==> src/rtl/issue_queue_if.sv <==
// Handshake bundle between rename, writeback, the issue queue and execute.
// The queue attaches through the slave modport; the producer/consumer side uses master.
interface issue_queue_if #(
  parameter int DEPTH         = 16,
  parameter int PHYS_BITS     = 6,
  parameter int NUM_PHYS_REGS = 64,
  parameter int PAYLOAD_W     = 96
);
  localparam int CNT_W = $clog2(DEPTH + 1);

  logic                     flush;
  logic                     enq_valid;
  logic                     enq_ready;
  logic                     enq_uses_rs;
  logic [PHYS_BITS-1:0]     enq_rs_phys;
  logic                     enq_uses_rt;
  logic [PHYS_BITS-1:0]     enq_rt_phys;
  logic [PHYS_BITS-1:0]     enq_rw_phys;
  logic [PAYLOAD_W-1:0]     enq_payload;
  logic [NUM_PHYS_REGS-1:0] busy_bits;
  logic                     wb_valid;
  logic [PHYS_BITS-1:0]     wb_phys;
  logic                     iss_valid;
  logic                     iss_ready;
  logic [PHYS_BITS-1:0]     iss_rs_phys;
  logic [PHYS_BITS-1:0]     iss_rt_phys;
  logic [PHYS_BITS-1:0]     iss_rw_phys;
  logic [PAYLOAD_W-1:0]     iss_payload;
  logic [CNT_W-1:0]         count;

  modport master (
    output flush, enq_valid, enq_uses_rs, enq_rs_phys, enq_uses_rt, enq_rt_phys,
           enq_rw_phys, enq_payload, busy_bits, wb_valid, wb_phys, iss_ready,
    input  enq_ready, iss_valid, iss_rs_phys, iss_rt_phys, iss_rw_phys, iss_payload, count
  );

  modport slave (
    input  flush, enq_valid, enq_uses_rs, enq_rs_phys, enq_uses_rt, enq_rt_phys,
           enq_rw_phys, enq_payload, busy_bits, wb_valid, wb_phys, iss_ready,
    output enq_ready, iss_valid, iss_rs_phys, iss_rt_phys, iss_rw_phys, iss_payload, count
  );
endinterface

==> src/rtl/issue_queue.sv <==
// Collapsing out-of-order issue queue: slot 0 is oldest, oldest ready entry issues,
// younger entries shift down on issue, wakeup from busy bits and writeback broadcasts.
module issue_queue #(
  parameter int DEPTH         = 16,
  parameter int PHYS_BITS     = 6,
  parameter int NUM_PHYS_REGS = 64,
  parameter int PAYLOAD_W     = 96
) (
  input logic          clk,
  input logic          rst,
  issue_queue_if.slave io
);
  localparam int CNT_W = $clog2(DEPTH + 1);
  localparam int IDX_W = (DEPTH > 1) ? $clog2(DEPTH) : 1;

  logic [DEPTH-1:0]     valid_q, valid_d;
  logic [DEPTH-1:0]     rs_rdy_q, rs_rdy_d;
  logic [DEPTH-1:0]     rt_rdy_q, rt_rdy_d;
  logic [PHYS_BITS-1:0] rs_q [DEPTH];
  logic [PHYS_BITS-1:0] rs_d [DEPTH];
  logic [PHYS_BITS-1:0] rt_q [DEPTH];
  logic [PHYS_BITS-1:0] rt_d [DEPTH];
  logic [PHYS_BITS-1:0] rw_q [DEPTH];
  logic [PHYS_BITS-1:0] rw_d [DEPTH];
  logic [PAYLOAD_W-1:0] pay_q [DEPTH];
  logic [PAYLOAD_W-1:0] pay_d [DEPTH];
  logic [CNT_W-1:0]     count_q, count_d;

  // Woken view of every slot plus one empty slot past the end, so slot i can
  // always read slot i+1 when collapsing.
  logic [DEPTH:0]       rs_rdy_x, rt_rdy_x;
  logic [PHYS_BITS-1:0] rs_x [DEPTH+1];
  logic [PHYS_BITS-1:0] rt_x [DEPTH+1];
  logic [PHYS_BITS-1:0] rw_x [DEPTH+1];
  logic [PAYLOAD_W-1:0] pay_x [DEPTH+1];

  logic [DEPTH-1:0] ready_vec;
  logic             sel_found;
  logic [IDX_W-1:0] sel_idx;
  logic             enq_fire, iss_fire;
  logic             enq_rs_rdy, enq_rt_rdy;
  logic [CNT_W-1:0] enq_slot;

  assign ready_vec = valid_q & rs_rdy_q & rt_rdy_q;

  always_comb begin
    sel_found = 1'b0;
    sel_idx   = '0;
    for (int i = DEPTH - 1; i >= 0; i--) begin
      if (ready_vec[i]) begin
        sel_found = 1'b1;
        sel_idx   = IDX_W'(i);
      end
    end
  end

  always_comb begin
    io.iss_rs_phys = '0;
    io.iss_rt_phys = '0;
    io.iss_rw_phys = '0;
    io.iss_payload = '0;
    if (sel_found) begin
      io.iss_rs_phys = rs_q[sel_idx];
      io.iss_rt_phys = rt_q[sel_idx];
      io.iss_rw_phys = rw_q[sel_idx];
      io.iss_payload = pay_q[sel_idx];
    end
  end

  assign io.iss_valid = sel_found;
  assign io.count     = count_q;
  // No full-queue bypass: a slot freed by this cycle's issue is only usable next cycle.
  assign io.enq_ready = (count_q < CNT_W'(DEPTH)) && !io.flush && !rst;
  assign enq_fire     = io.enq_valid && io.enq_ready;
  assign iss_fire     = sel_found && io.iss_ready;
  assign enq_slot     = count_q - CNT_W'(iss_fire);

  assign enq_rs_rdy = !io.enq_uses_rs || !io.busy_bits[io.enq_rs_phys] ||
                      (io.wb_valid && (io.wb_phys == io.enq_rs_phys));
  assign enq_rt_rdy = !io.enq_uses_rt || !io.busy_bits[io.enq_rt_phys] ||
                      (io.wb_valid && (io.wb_phys == io.enq_rt_phys));

  always_comb begin
    for (int i = 0; i < DEPTH; i++) begin
      rs_rdy_x[i] = rs_rdy_q[i] | (io.wb_valid && (io.wb_phys == rs_q[i]));
      rt_rdy_x[i] = rt_rdy_q[i] | (io.wb_valid && (io.wb_phys == rt_q[i]));
      rs_x[i]     = rs_q[i];
      rt_x[i]     = rt_q[i];
      rw_x[i]     = rw_q[i];
      pay_x[i]    = pay_q[i];
    end
    rs_rdy_x[DEPTH] = 1'b0;
    rt_rdy_x[DEPTH] = 1'b0;
    rs_x[DEPTH]     = '0;
    rt_x[DEPTH]     = '0;
    rw_x[DEPTH]     = '0;
    pay_x[DEPTH]    = '0;
  end

  always_comb begin
    count_d = io.flush ? '0 : (count_q + CNT_W'(enq_fire) - CNT_W'(iss_fire));
    for (int i = 0; i < DEPTH; i++) begin
      if (iss_fire && (IDX_W'(i) >= sel_idx)) begin
        rs_rdy_d[i] = rs_rdy_x[i+1];
        rt_rdy_d[i] = rt_rdy_x[i+1];
        rs_d[i]     = rs_x[i+1];
        rt_d[i]     = rt_x[i+1];
        rw_d[i]     = rw_x[i+1];
        pay_d[i]    = pay_x[i+1];
      end else begin
        rs_rdy_d[i] = rs_rdy_x[i];
        rt_rdy_d[i] = rt_rdy_x[i];
        rs_d[i]     = rs_x[i];
        rt_d[i]     = rt_x[i];
        rw_d[i]     = rw_x[i];
        pay_d[i]    = pay_x[i];
      end
      if (enq_fire && (enq_slot == CNT_W'(i))) begin
        rs_rdy_d[i] = enq_rs_rdy;
        rt_rdy_d[i] = enq_rt_rdy;
        rs_d[i]     = io.enq_rs_phys;
        rt_d[i]     = io.enq_rt_phys;
        rw_d[i]     = io.enq_rw_phys;
        pay_d[i]    = io.enq_payload;
      end
      valid_d[i] = CNT_W'(i) < count_d;
    end
  end

  always_ff @(posedge clk or posedge rst) begin
    if (rst) begin
      count_q  <= '0;
      valid_q  <= '0;
      rs_rdy_q <= '0;
      rt_rdy_q <= '0;
    end else begin
      count_q  <= count_d;
      valid_q  <= valid_d;
      rs_rdy_q <= rs_rdy_d;
      rt_rdy_q <= rt_rdy_d;
    end
  end

  always_ff @(posedge clk) begin
    for (int i = 0; i < DEPTH; i++) begin
      rs_q[i]  <= rs_d[i];
      rt_q[i]  <= rt_d[i];
      rw_q[i]  <= rw_d[i];
      pay_q[i] <= pay_d[i];
    end
  end
endmodule

==> src/flat_wrapper.sv <==
// flat-port wrapper written by rule: the top's interface ports become plain ports
module issue_queue_flat 
#(
  parameter int DEPTH         = 16,
  parameter int PHYS_BITS     = 6,
  parameter int NUM_PHYS_REGS = 64,
  parameter int PAYLOAD_W     = 96
)
  (clk, rst, io_flush, io_enq_valid, io_enq_uses_rs, io_enq_rs_phys, io_enq_uses_rt, io_enq_rt_phys, io_enq_rw_phys, io_enq_payload, io_busy_bits, io_wb_valid, io_wb_phys, io_iss_ready, io_enq_ready, io_iss_valid, io_iss_rs_phys, io_iss_rt_phys, io_iss_rw_phys, io_iss_payload, io_count);
  issue_queue_if #(.DEPTH(DEPTH), .PHYS_BITS(PHYS_BITS), .NUM_PHYS_REGS(NUM_PHYS_REGS), .PAYLOAD_W(PAYLOAD_W)) io_i ();
  input logic clk;
  input logic rst;
  input wire logic [$bits(io_i.flush)-1:0] io_flush;
  input wire logic [$bits(io_i.enq_valid)-1:0] io_enq_valid;
  input wire logic [$bits(io_i.enq_uses_rs)-1:0] io_enq_uses_rs;
  input wire logic [$bits(io_i.enq_rs_phys)-1:0] io_enq_rs_phys;
  input wire logic [$bits(io_i.enq_uses_rt)-1:0] io_enq_uses_rt;
  input wire logic [$bits(io_i.enq_rt_phys)-1:0] io_enq_rt_phys;
  input wire logic [$bits(io_i.enq_rw_phys)-1:0] io_enq_rw_phys;
  input wire logic [$bits(io_i.enq_payload)-1:0] io_enq_payload;
  input wire logic [$bits(io_i.busy_bits)-1:0] io_busy_bits;
  input wire logic [$bits(io_i.wb_valid)-1:0] io_wb_valid;
  input wire logic [$bits(io_i.wb_phys)-1:0] io_wb_phys;
  input wire logic [$bits(io_i.iss_ready)-1:0] io_iss_ready;
  output wire logic [$bits(io_i.enq_ready)-1:0] io_enq_ready;
  output wire logic [$bits(io_i.iss_valid)-1:0] io_iss_valid;
  output wire logic [$bits(io_i.iss_rs_phys)-1:0] io_iss_rs_phys;
  output wire logic [$bits(io_i.iss_rt_phys)-1:0] io_iss_rt_phys;
  output wire logic [$bits(io_i.iss_rw_phys)-1:0] io_iss_rw_phys;
  output wire logic [$bits(io_i.iss_payload)-1:0] io_iss_payload;
  output wire logic [$bits(io_i.count)-1:0] io_count;
  assign io_i.flush = io_flush;
  assign io_i.enq_valid = io_enq_valid;
  assign io_i.enq_uses_rs = io_enq_uses_rs;
  assign io_i.enq_rs_phys = io_enq_rs_phys;
  assign io_i.enq_uses_rt = io_enq_uses_rt;
  assign io_i.enq_rt_phys = io_enq_rt_phys;
  assign io_i.enq_rw_phys = io_enq_rw_phys;
  assign io_i.enq_payload = io_enq_payload;
  assign io_i.busy_bits = io_busy_bits;
  assign io_i.wb_valid = io_wb_valid;
  assign io_i.wb_phys = io_wb_phys;
  assign io_i.iss_ready = io_iss_ready;
  assign io_enq_ready = io_i.enq_ready;
  assign io_iss_valid = io_i.iss_valid;
  assign io_iss_rs_phys = io_i.iss_rs_phys;
  assign io_iss_rt_phys = io_i.iss_rt_phys;
  assign io_iss_rw_phys = io_i.iss_rw_phys;
  assign io_iss_payload = io_i.iss_payload;
  assign io_count = io_i.count;
  issue_queue #(.DEPTH(DEPTH), .PHYS_BITS(PHYS_BITS), .NUM_PHYS_REGS(NUM_PHYS_REGS), .PAYLOAD_W(PAYLOAD_W)) u_core (.clk(clk), .rst(rst), .io(io_i));
endmodule
==> config.mk <==
export PLATFORM = sky130hd
export DESIGN_NAME = issue_queue_flat
export DESIGN_NICKNAME = d
export VERILOG_FILES = /design/src/rtl/issue_queue_if.sv /design/src/rtl/issue_queue.sv /design/src/flat_wrapper.sv
export SDC_FILE = /design/constraint.sdc
export NUM_CORES = 2
export LEC_CHECK = 0
export ABC_AREA = 0
export BUFFER_PORTS_ARGS = -buffer_cell sky130_fd_sc_hd__buf_4
export CORE_ASPECT_RATIO = 1.25
export CORE_MARGIN = 2
export CORE_UTILIZATION = 35
export CTS_CLUSTER_DIAMETER = 100
export DETAILED_ROUTE_END_ITERATION = 12
export GPL_TIMING_DRIVEN = 1
export PLACE_DENSITY = 0.48
export SETUP_SLACK_MARGIN = 0.02
export SLEW_MARGIN = 20
export SYNTH_ARGS = -nofsm -noshare
export SYNTH_HDL_FRONTEND = slang
export SYNTH_SLANG_ARGS = --single-unit
==> constraint.sdc <==
create_clock -name clk -period 24.1 [get_ports clk]
set_input_delay 2.41 -clock clk [delete_from_list [all_inputs] [get_ports clk]]
set_output_delay 2.41 -clock clk [all_outputs]
set_load 0.1 [all_outputs]
==> impl_metrics.env <==
export IMPL_antenna_found_initial=42
export IMPL_cp_end_kind="output pin"
export IMPL_utilization_pct=39.92
export IMPL_max_freq_mhz=100.6
export IMPL_status="complete, no violations"
export IMPL_post_cts_setup_buffers=0
export IMPL_drc=0
export IMPL_cp_start_kind="register"
export IMPL_rsz0062_at_grt="no"
export IMPL_gp_congestion=0.9068
export IMPL_start_util_pct=35.21
export IMPL_crit_fanout=55
export IMPL_synth_nets=8355
export IMPL_fillCellCount=26250
export IMPL_fin_crit_ns=9.939
export IMPL_post_route_cell_area_mm2=0.1095
export IMPL_viasPerCell=6.284
export IMPL_syn_area_per_cell_um2=11.85
export IMPL_io_pin_count=313
export IMPL_crit_path_start="u_core.io.count[4]$_DFF_PP0_"
export IMPL_crit_required_ns=21.69
export IMPL_grt_total_usage_pct=31.09
export IMPL_cts_max_level=4
export IMPL_yosysSeqAreaShare_pct=58.04
export IMPL_wl_mm=451.5
export IMPL_ant_nets=0
export IMPL_cap_violations=0
export IMPL_cts_tree="yes"
export IMPL_hold_buffers=0
export IMPL_core_area_mm2=0.2744
export IMPL_vias=74930
export IMPL_ys_types=70
export IMPL_wire_per_inst_um=37.86
export IMPL_die_h_um=591.4
export IMPL_synth_ff_type="edfxtp_1"
export IMPL_port_buffers=312
export IMPL_cts_made_buffers=214
export IMPL_final_nets=8359
export IMPL_cp_arrival_ns=7.53
export IMPL_critPathKind="register to output pin"
export IMPL_relSlewSlack_pct=13.78
export IMPL_async_reset_ff_share_pct=2.772
export IMPL_synth_area_mm2=0.09661
export IMPL_worst_slew_pin_slew_ns=1.275
export IMPL_fin_worst_skew_ns=0.06004
export IMPL_cts_root_buffer="clkbuf_16"
export IMPL_slew_viol_final=0
export IMPL_grt_ovfl_total=0
export IMPL_hp_class="register to register"
export IMPL_cts_clk_slew_worst_paths_ns=0.06
export IMPL_dr_pass1_iters=7
export IMPL_synth_ff_latch_count=1876
export IMPL_min_from="u_core.pay_q[15][37]$_SDFFCE_PN0P_"
export IMPL_setup_viol=0
export IMPL_clock_path_buffers=4
export IMPL_num_rows=215
export IMPL_grt_pass1_wl_mm=611.7
export IMPL_hold_viol_final=0
export IMPL_drtIter0Drc=9651
export IMPL_setup_tns_final_ns=0
export IMPL_synthToLayoutAreaGrowth_pct=13.39
export IMPL_ctsResizeCount=0
export IMPL_die_area_mm2=0.2803
export IMPL_netlist_instances=8155
export IMPL_fin_crit_sh_pct=41.24
export IMPL_clock_latency_ns=0.92
export IMPL_grt_pass1_vias=73840
export IMPL_grt_max_degree=117
export IMPL_hpwlAfterDp_mm=239.9
export IMPL_layout_drive_gt1_share_pct=25.45
export IMPL_place_area_mm2=0.1029
export IMPL_synth_edf_count=1824
export IMPL_die_w_um=473.9
export IMPL_reg2reg_from="u_core.rt_rdy_q[5]$_DFF_PP0_"
export IMPL_clock_sinks=1876
export IMPL_yosysWarnings=0
==> critical path, stage by stage, from the launching register on <==
cell	delay [ns]
dfrtp_1	0.45
nand3_1	0.19
a211o_1	0.39
a31oi_1	0.77
a21boi_1	0.42
a21oi_4	0.23
buf_4	0.56
buf_4	0.98
buf_4	0.86
o22ai_1	0.19
a21o_1	0.22
nor4_1	0.81
buf_4	0.43
==> cells by family (layout without fill, tap and decap cells) <==
group / after synthesis / count (layout) / synth area share [%]
simple gates: 2975 / 2975 / 13.68
flops: 1876 / 1876 / 58.04
mux: 1278 / 1278 / 15.45
compound gates: 1029 / 1029 / 7.530
buf+inv: 778 / 948 / 3.270
xor+xnor: 211 / 211 / 1.921
fa+ha+maj: 8 / 8 / 0.1114
other cells: 0 / 20 / 0
==> metal layers <==
metal | wire (um) | global-route usage (%)
met5 | 197 | 0
met4 | 22710 | 14.39
met3 | 37170 | 5.071
met2 | 216700 | 52.09
met1 | 174800 | 39.23
==> layout make-up <==
cell class / count / area, um2 / share of cell area [%]
Antenna cell: 20 / 50.05 / 0.04569
Clock inverter: 119 / 960.9 / 0.8772
Multi-Input combinational cell: 5501 / 38080 / 34.76
Sequential cell: 1876 / 56070 / 51.19
Tap cell: 3580 / 4479 / 4.089
Timing Repair Buffer: 508 / 4073 / 3.718
Clock buffer: 263 / 5612 / 5.123
Inverter: 58 / 220.2 / 0.2010
==> stage by stage <==
| stage | hold slack (ns) | setup WS, ns | std cells |
|---|---|---|---|
| 2_1_floorplan | 0.5010 | 10.99 | 8155 |
| 3_3_place_gp | 0.5099 | 15.12 | 11520 |
| 3_5_place_dp | 0.5175 | 15.10 | 11520 |
| 4_1_cts | 0.5115 | 14.10 | 11900 |
| 5_1_grt | 0.5341 | 13.98 | 11910 |
| 6_report | 0.5238 | 14.16 | 11930 |
==> state kept, by name, indices dropped and copies added (netlist names) <==
signal / flops
u_core.pay_q: 1536
u_core.rs_q: 96
u_core.rt_q: 96
u_core.rw_q: 96
u_core.rs_rdy_q: 16
u_core.rt_rdy_q: 16
u_core.valid_q: 15
u_core.io.count: 5
==> synth_stat cells (52+ instances only) <==
master	count	area, um2
buf_2	131	655.6
nand3_1	82	410.4
o2111ai_1	108	945.9
clkbuf_1	541	2031
nor4_1	192	1201
and2_1	118	738.2
o221ai_1	71	621.9
or4_1	88	660.6
inv_1	56	210.2
xor2_1	144	1261
a21oi_1	67	335.3
nand2_1	1769	6640
o21ai_0	121	605.6
o22ai_1	389	2434
dfrtp_1	52	1301
nor2_1	455	1708
xnor2_1	66	578.1
edfxtp_1	1824	54770
or3_1	123	769.5
a21o_1	53	397.9
mux2i_1	96	960.9
mux2_4	54	810.8
mux2_2	1088	12250
==> placed cells by master (no fill, tap or decap), types with 96 or more instances in the layout <==
cell          n
edfxtp_1   1824
mux2_2     1088
xor2_1      144
nor2_1      447
nand2_1    1754
o21ai_0     117
o22ai_1     388
nor4_1      188
or3_1       114
clkbuf_16   216
buf_4       485
and2_1      118
mux2i_1      96
o2111ai_1   108
==> path summary, 6_finish.rpt <==
path,to,slack (ns),depth (start not counted)
worst max register to register,u_core.pay_q[12][30]$_DFFE_PP_,16.87,16
max in group asynchronous,u_core.rt_rdy_q[4]$_DFF_PP0_,21.79,3
worst max-delay path,io_iss_payload[48],14.16,12
worst min-delay path,u_core.pay_q[14][37]$_DFFE_PP_,0.52,2
min in group asynchronous,u_core.io.count[1]$_DFF_PP0_,1.76,3
worst min register to register,u_core.pay_q[14][37]$_DFFE_PP_,0.52,2
Power is not shown: default switching activity piles up to over one toggle a cycle in this logic, so the estimate is an artifact.
